--- config.mk ---
export PLATFORM = sky130hd
export DESIGN_NAME = rho_phase_argmax
export DESIGN_NICKNAME = d
export VERILOG_FILES = /design/src/rtl/hough_pkg.sv /design/src/rtl/argmax_tree.sv /design/src/rtl/rho_phase_argmax.sv
export SDC_FILE = /design/constraint.sdc
export NUM_CORES = 2
export LEC_CHECK = 0
export BUFFER_PORTS_ARGS = -buffer_cell sky130_fd_sc_hd__buf_2
export CORE_AREA = 2 2 374 376
export CTS_BUF_LIST = sky130_fd_sc_hd__clkbuf_16
export DETAILED_ROUTE_END_ITERATION = 16
export DIE_AREA = 0 0 376 378
export GPL_ROUTABILITY_DRIVEN = 0
export PLACE_DENSITY = 0.69
export SYNTH_ARGS = -nofsm -noshare
export SYNTH_HDL_FRONTEND = slang
export SYNTH_HIERARCHICAL = 1
export SYNTH_SLANG_ARGS = --single-unit
--- constraint.sdc ---
create_clock -name clk -period 8.6 [get_ports clk]
set_clock_uncertainty 0.15 [all_clocks]
set_input_delay 0.43 -clock clk [delete_from_list [all_inputs] [get_ports clk]]
set_output_delay 0.43 -clock clk [all_outputs]
set_load 0.05 [all_outputs]
--- src/rtl/hough_pkg.sv ---
// Shared types, angle constants and helpers for the Hough rho/phase selection path.
package hough_pkg;

  localparam int RHO_W_DEF       = 28;
  localparam int NUM_PHASE_DEF   = 16;
  localparam int ANGLE_SPLIT_DEG = 90;
  localparam int ANGLE_FULL_DEG  = 180;

  typedef logic [RHO_W_DEF-1:0]             rho_t;
  typedef logic [$clog2(NUM_PHASE_DEF)-1:0] phase_idx_t;

  typedef struct packed {
    phase_idx_t idx;
    rho_t       rho;
  } cand_t;

  function automatic int stages(input int n);
    return (n <= 1) ? 0 : $clog2(n);
  endfunction

  // Image-angle convention: 180 - theta, left half shifted by 90 degrees.
  // 9-bit intermediate, truncated to 8 bits.
  function automatic logic [7:0] phase_deg(input int idx, input logic right,
                                           input int start, input int step);
    logic [8:0] theta;
    theta = 9'(start + idx * step);
    if (!right) theta = theta + 9'(ANGLE_SPLIT_DEG);
    return 8'(9'(ANGLE_FULL_DEG) - theta);
  endfunction

endpackage

--- src/rtl/argmax_tree.sv ---
// Pipelined argmax over N unsigned values: one leaf register stage, then
// clog2(N) pairwise stages. Lower index wins ties; padding leaves never win.
module argmax_tree
  import hough_pkg::*;
#(
  parameter int N     = 16,
  parameter int RHO_W = 28,
  parameter int TAG_W = 1,
  localparam int STG  = stages(N),
  localparam int IW   = (STG < 1) ? 1 : STG
) (
  input  logic               clk,
  input  logic               rst_n,
  input  logic               in_vld,
  input  logic [TAG_W-1:0]   in_tag,
  input  logic [N*RHO_W-1:0] in_rho,
  output logic               out_vld,
  output logic [TAG_W-1:0]   out_tag,
  output logic [IW-1:0]      out_idx,
  output logic [RHO_W-1:0]   out_rho
);

  localparam int N2    = 1 << STG;
  localparam int NODES = 2 * N2 - 1;

  // Heap layout: node 0 is the root, leaves sit at N2-1 .. 2*N2-2.
  logic [IW-1:0]    node_idx [NODES];
  logic [RHO_W-1:0] node_rho [NODES];
  logic [STG:0]     vld_q;
  logic [TAG_W-1:0] tag_q [STG+1];

  genvar gi;
  generate
    for (gi = 0; gi < N2; gi++) begin : g_leaf
      if (gi < N) begin : g_real
        always_ff @(posedge clk or negedge rst_n) begin
          if (!rst_n) begin
            node_idx[N2-1+gi] <= '0;
            node_rho[N2-1+gi] <= '0;
          end else begin
            node_idx[N2-1+gi] <= IW'(gi);
            node_rho[N2-1+gi] <= in_rho[gi*RHO_W +: RHO_W];
          end
        end
      end else begin : g_pad
        // Out-of-range index with zero rho always sits right of every real leaf.
        always_ff @(posedge clk or negedge rst_n) begin
          if (!rst_n) begin
            node_idx[N2-1+gi] <= '0;
            node_rho[N2-1+gi] <= '0;
          end else begin
            node_idx[N2-1+gi] <= IW'(gi);
            node_rho[N2-1+gi] <= '0;
          end
        end
      end
    end

    for (gi = 0; gi < N2 - 1; gi++) begin : g_node
      always_ff @(posedge clk or negedge rst_n) begin
        if (!rst_n) begin
          node_idx[gi] <= '0;
          node_rho[gi] <= '0;
        end else if (node_rho[2*gi+1] >= node_rho[2*gi+2]) begin
          node_idx[gi] <= node_idx[2*gi+1];
          node_rho[gi] <= node_rho[2*gi+1];
        end else begin
          node_idx[gi] <= node_idx[2*gi+2];
          node_rho[gi] <= node_rho[2*gi+2];
        end
      end
    end
  endgenerate

  always_ff @(posedge clk or negedge rst_n) begin
    if (!rst_n) begin
      vld_q <= '0;
      for (int s = 0; s <= STG; s++) tag_q[s] <= '0;
    end else begin
      vld_q    <= {vld_q[STG-1:0], in_vld};
      tag_q[0] <= in_tag;
      for (int s = 1; s <= STG; s++) tag_q[s] <= tag_q[s-1];
    end
  end

  assign out_vld = vld_q[STG];
  assign out_tag = tag_q[STG];
  assign out_idx = node_idx[0];
  assign out_rho = node_rho[0];

endmodule

--- src/rtl/rho_phase_argmax.sv ---
// Windowed per-phase rho maximum followed by a pipelined argmax; reports the
// winning rho and its image-angle phase for the selected lane half.
module rho_phase_argmax
  import hough_pkg::*;
#(
  parameter int NUM_PHASE   = 16,
  parameter int RHO_W       = 28,
  parameter int PHASE_START = 10,
  parameter int PHASE_STEP  = 5,
  parameter int WIN_LEN     = 256
) (
  input  logic                         clk,
  input  logic                         rst_n,
  input  logic                         sof,
  input  logic                         interest_part,
  input  logic                         in_vld,
  input  logic [NUM_PHASE*RHO_W-1:0]   rho_vec,
  output logic                         out_vld,
  output logic [$clog2(NUM_PHASE)-1:0] phase_idx,
  output logic [7:0]                   phase_data,
  output logic [RHO_W-1:0]             rho_data
);

  localparam int IW = $clog2(NUM_PHASE);
  localparam int CW = (WIN_LEN > 1) ? $clog2(WIN_LEN) : 1;
  localparam logic [CW-1:0] CNT_LAST = CW'(WIN_LEN - 1);

  logic [CW-1:0]              cnt_reg;
  logic [CW-1:0]              cnt_eff;
  logic                       win_last;
  logic                       done_reg;
  logic                       part_reg;
  logic [RHO_W-1:0]           acc_reg [NUM_PHASE];
  logic [NUM_PHASE*RHO_W-1:0] acc_flat;

  logic             tree_vld;
  logic             tree_part;
  logic [IW-1:0]    tree_idx;
  logic [RHO_W-1:0] tree_rho;

  // sof restarts the window; a sample in the same cycle becomes sample 1.
  assign cnt_eff  = sof ? '0 : cnt_reg;
  assign win_last = in_vld && (cnt_eff == CNT_LAST);

  always_ff @(posedge clk or negedge rst_n) begin
    if (!rst_n) begin
      cnt_reg  <= '0;
      done_reg <= 1'b0;
      part_reg <= 1'b0;
    end else begin
      if (in_vld)   cnt_reg <= win_last ? '0 : cnt_eff + 1'b1;
      else if (sof) cnt_reg <= '0;
      done_reg <= win_last;
      if (win_last) part_reg <= interest_part;
    end
  end

  genvar gi;
  generate
    for (gi = 0; gi < NUM_PHASE; gi++) begin : g_acc
      always_ff @(posedge clk or negedge rst_n) begin
        if (!rst_n) begin
          acc_reg[gi] <= '0;
        end else if (in_vld) begin
          if ((cnt_eff == '0) || (rho_vec[gi*RHO_W +: RHO_W] > acc_reg[gi]))
            acc_reg[gi] <= rho_vec[gi*RHO_W +: RHO_W];
        end
      end
      assign acc_flat[gi*RHO_W +: RHO_W] = acc_reg[gi];
    end
  endgenerate

  // Leaf stage of the tree snapshots the final maxima one edge after completion.
  argmax_tree #(
    .N     (NUM_PHASE),
    .RHO_W (RHO_W),
    .TAG_W (1)
  ) u_tree (
    .clk     (clk),
    .rst_n   (rst_n),
    .in_vld  (done_reg),
    .in_tag  (part_reg),
    .in_rho  (acc_flat),
    .out_vld (tree_vld),
    .out_tag (tree_part),
    .out_idx (tree_idx),
    .out_rho (tree_rho)
  );

  always_ff @(posedge clk or negedge rst_n) begin
    if (!rst_n) begin
      out_vld    <= 1'b0;
      phase_idx  <= '0;
      phase_data <= '0;
      rho_data   <= '0;
    end else begin
      out_vld <= tree_vld;
      if (tree_vld) begin
        phase_idx  <= tree_idx;
        rho_data   <= tree_rho;
        phase_data <= phase_deg(int'(tree_idx), tree_part, PHASE_START, PHASE_STEP);
      end
    end
  end

endmodule

Word level (Yosys, flattened, before mapping)
Cells that the tools add are included.
{"block": "totals", "reg_bits": 1437, "in_bits": 453, "output_inout_bits": 41, "elab_cells": 185}
{"block": "classes", "addsub": 4, "n_mul": 1, "magnitude_cmp": 31, "n_eq_ne": 1, "n_mux": 35, "reduce_logical": 34}
{"op": "> comparator 28 bit", "n": 16}
{"op": "greater-or-equal comparator 28 bit", "n": 15}
{"op": "2-to-1 mux 28 bit", "n": 15}
{"op": "2-to-1 mux 4 bit", "n": 10}
{"op": "2-to-1 mux 8 bit", "n": 5}
{"op": "AND reduction 2 bit", "n": 16}
{"op": "logical OR 1 bit", "n": 16}
{"op": "2-to-1 mux 3 bit", "n": 3}
{"op": "adder 4 x 7 -> 8 bit (first input constant)", "n": 1}
{"op": "adder 8 x 1 -> 8 bit (second input constant)", "n": 1}
{"op": "adder 8 x 7 -> 8 bit (second input constant)", "n": 1}
{"op": "equality test 8 bit (second input constant)", "n": 1}
{"op": "logical NOT 8 bit", "n": 1}
{"op": "subtractor 8 bit (first input constant)", "n": 1}
{"op": "multiplier 4 x 3 -> 7 bit (second input constant)", "n": 1}
{"op": "2-to-1 mux 2 bit", "n": 1}
{"op": "logical AND 1 bit", "n": 1}
{"op": "2-to-1 mux 1 bit", "n": 1}

Logic depth before layout (Yosys ltp)
{"block": "depth", "depth_word": 6, "ltp_mapped": 12, "mapped_depth_nobuf": 11}

Cells and area by module
The synthesis kept the hierarchy.
{"module": "argmax_tree", "n_inst": 1, "cells_each": 2885, "area_per_inst_um2": 38914.8, "seq_area_each_um2": 22771.8}
{"module": "rho_phase_argmax", "n_inst": 1, "cells_each": 2755, "area_per_inst_um2": 30979.7, "seq_area_each_um2": 12462.0}

Least setup slack after synthesis
Ideal clock, no wire load.
{"block": "synth_timing", "kind": "input to register", "startpoint": "input port sof", "endpoint": "register acc_reg, in the netlist acc_flat[185]", "setup_time_ns": 0.125, "arrival_ns": 2.771, "required_ns": 8.325, "path_slack_ns": 5.554, "path_stages": 11, "n_path_buf": 3, "cell_sequence": "buf_2 nand2b_1 ha_1 nor3b_1 a22oi_4 buf_2 o41a_1 a31oi_2 a41oi_4 buf_6 mux2_2"}
{"block": "synth_via", "elab_chain_cells": 4}
{"element": "start: declaration", "line_no": "rho_phase_argmax.sv:14", "text": "input logic sof,"}
{"element": "2-to-1 mux 8 bit"}
{"element": "logical NOT 8 bit", "line_no": "rho_phase_argmax.sv:65", "text": "if ((cnt_eff == '0) || (rho_vec[gi*RHO_W +: RHO_W] > acc_reg[gi]))"}
{"element": "logical OR 1 bit", "line_no": "rho_phase_argmax.sv:65"}
{"element": "AND reduction 2 bit (no source line)"}
{"element": "end signal: indexed assignment", "line_no": "rho_phase_argmax.sv:66", "text": "acc_reg[gi] <= rho_vec[gi*RHO_W +: RHO_W];"}
{"element": "end: declaration", "line_no": "rho_phase_argmax.sv:33", "text": "logic [RHO_W-1:0] acc_reg [NUM_PHASE];"}
No other way between the ends.
A chain may end at the register's enable or synchronous reset.

Final worst setup path
{"block": "layout_timing", "startpoint": "input port sof", "endpoint": "register acc_reg, in the netlist acc_flat[138]"}
The elaborated chain is that of the path after synthesis.

==> reports/qor.yml <==
cells_and_area:
  layout-drive-gt1-share_pct: 23.5
  areaGrowthSynthToFinish_pct: 19.4
  layout_commonest_cell: "dfrtp_1"
  nFillCells: 10800
  seqCellArea_um2: 35200
  layout_common_cells: "dfrtp_1, inv_1, ha_1"
  top_register: "u_tree/node_rho"
  num-nets-final: 7966
  largest_reg_flops: 840
  multi_input_area_um2: 30400
worst_setup_path:
  ff2ff_path_depth: 10
  rrSetupSlack_ns: 4.13
  endpoint: "acc_flat[138]"
  path_max_fanout: 24
  cp-start-kind: "input port"
  crit-reg2reg-launch: "cnt_reg[1]"
  path_class: "input port to flip-flop"
  required_ns: 9.10
  cp.arrival_ns: 5.09
  crit_start: "sof"
  crit_path_end_kind: "flip-flop"
  rr_endpoint: "acc_flat[138]"
yosys:
  synthArstFlopShare_pct: 100
  ys_ff_latch: 1408
  synthesis.nets: 6972
  ys_warn_count: 6
  netlist_instances: 5640
  syn_area_per_cell_um2: 12.4
  synthDistinctLibCells: 75
  ys_seq_area_share_pct: 50.4
  netlist_area_um2: 69900
  synth_edf_count: 0
  synth_ff_type: "dfrtp_1"
timing:
  setup_violations: 0
  finalSetupTns_ns: 0
  max_freq_mhz: 218
  tightest_slew_ns: 1.18
  period_share_pct: 53.5
  hold_violations: 0
  slew-limit-headroom_pct: 20.8
  period_minus_slack_ns: 4.60
  rsz0062_at_grt: "no"
  slew_viol_final: 0
  hold_ws_ns: 0.150
floorplan:
  die_x_um: 376
  chipHeight_um: 378
  ios: 494
  start_util_pct: 50.5
  placeableCoreArea_um2: 139000
  die-area_um2: 142000
  std_cell_rows: 137
grt:
  grt_pass1_vias: 48400
  grt_use_met3_pct: 4.38
  grt_start_max_net_pins: 182
  grt_use_total_pct: 24.9
  grtUsageMet2_pct: 41.3
  grt_busiest_layer: "met2"
  grt_first_pass_wirelength_um: 271000
  use_met1_pct: 32.6
  antenna_found_initial: 21
  overflow: 0
run_status:
  status: "complete, no violations"
clock_network:
  numCtsBuffers: 153
  postCtsHoldBufs: 451
  h-tree-depth: 4
  clock_latency_ns: 0.79
  cts_setup_buffers: 0
  cts.repair.resized: 0
  clock_path_buffers: 3
  clock_sinks: 1408
  clkTransAtPathRegs_ns: 0.06
  cts-root-buf: "clkbuf_16"
  cts_tree: "yes"
job:
  max-cap-violations: 0
detailed_routing:
  wl_um: 174000
  drt_first_pass_iters: 5
  drc: 0
  post_drt_via_cell_ratio: 5.33
  antenna_left: 0
  post_drt_wl_per_cell_um: 20.3
  vias: 45700
  drtIter0Drc: 2390
worst_hold_path:
  min_path_type: "input port to asynchronous set/reset pin"
power:
  powerDensity_nw_per_um2: 284
  p_leak_nw: 41.6
  ir_worst_vdd_mv: 0.170
placement:
  io_buffers: 493
  hpwl_um: 127000
[cell usage after synthesis (9+ instances only)]
master,n,share of area (%)
a211oi_1,30,0.32
nand2b_1,9,0.081
a21oi_1,277,2.0
nor2_1,102,0.55
a211o_1,13,0.16
nand3_2,9,0.13
and2_1,17,0.15
o21ai_0,58,0.42
inv_1,907,4.9
o2111ai_1,12,0.15
buf_6,39,0.63
nand4_1,172,1.5
and4_1,18,0.23
a21o_1,127,1.4
a221oi_1,38,0.48
ha_1,878,16
mux2_4,36,0.77
a2111o_1,16,0.26
o211ai_1,47,0.50
mux2_2,743,12
nand3_1,86,0.62
dfrtp_1,1408,50
o21a_1,20,0.21
a32oi_4,10,0.39
nor3_1,35,0.25
clkbuf_1,13,0.070
a21boi_0,15,0.16
mux2_1,135,2.2
nor4_1,26,0.23
buf_2,26,0.19
buf_4,49,0.53
nor4_2,9,0.16
nor2b_1,27,0.24
nand2_1,139,0.75
[cell type report]
class                           instances  share of cell area, %
Inverter                              908                   4.08
Tap cell                             1807                   2.71
Timing Repair Buffer                  970                   8.72
Clock inverter                        124                   1.23
Clock buffer                          155                   4.65
Antenna cell                           11                 0.0330
Sequential cell                      1408                   42.2
Multi-Input combinational cell       3193                   36.4
[cell families after synthesis]
group | Yosys count | synth area share, %
XOR/XNOR | 14 | 0.175
adder cells (fa/ha/maj) | 879 | 15.7
AO/OA/AOI/OAI | 715 | 7.26
flip-flops | 1408 | 50.4
other | 1 | 0.00537
AND/OR/NAND/NOR | 670 | 5.16
buffers and inverters | 1039 | 6.33
multiplexers | 914 | 14.9
[how the worst min path moves through the flow]
stage                    start                    to  slack [ns]
2_1_floorplan            rst_n           acc_flat[0]       -0.02
3_3_place_gp          done_reg       u_tree/vld_q[0]        0.18
3_5_place_dp   u_tree/tag_q[1]        u_tree/out_tag        0.18
4_1_cts                  rst_n  u_tree/node_rho[228]        0.19
5_1_grt        u_tree/vld_q[3]       u_tree/vld_q[4]        0.20
6_report                 rst_n  u_tree/node_rho[564]        0.15
[metal layers]
metal	part of all wire (%)	wire [um]	vias to the layer above
met3	4.9	8520	360
met2	47	82600	1013
met4	3.8	6670	16
met5	0.059	103	-
met1	44	76000	22600
li1	-	-	21700
[report_power, final]
group	switching [W]	total [W]	internal (W)	leakage, nW
sequential	0.00126	0.00954	0.00828	16.6
clock	0.00276	0.00640	0.00364	2.46
combinational	0.00406	0.00775	0.00369	22.6
[per-stage QoR]
step | setup WS, ns | area [um^2] | cells | power, W | util (%)
finish | 4.00 | 83500 | 8576 | 0.0237 | 60.3
CTS | 4.08 | 83400 | 8565 | 0.0239 | 60.2
global placement | 3.87 | 74000 | 7835 | 0.0169 | 53.4
floorplan | 5.55 | 69900 | 5640 | 0.0147 | -
detailed placement | 3.80 | 74000 | 7835 | 0.0171 | 53.4
global route | 3.90 | 83400 | 8566 | 0.0252 | 60.2
[critical path, stage by stage]
cell and delay [ns]:
dlygate4sd3_1 0.53, buf_2 0.19, nand2b_1 0.22, ha_1 0.26, nor3b_1 0.17, a22oi_4 0.71, buf_4 0.65, nand3_1 0.23
o21a_1 0.25, a32oi_2 0.64, buf_4 0.37, mux2_2 0.36
(Power assumes the default switching activity.)
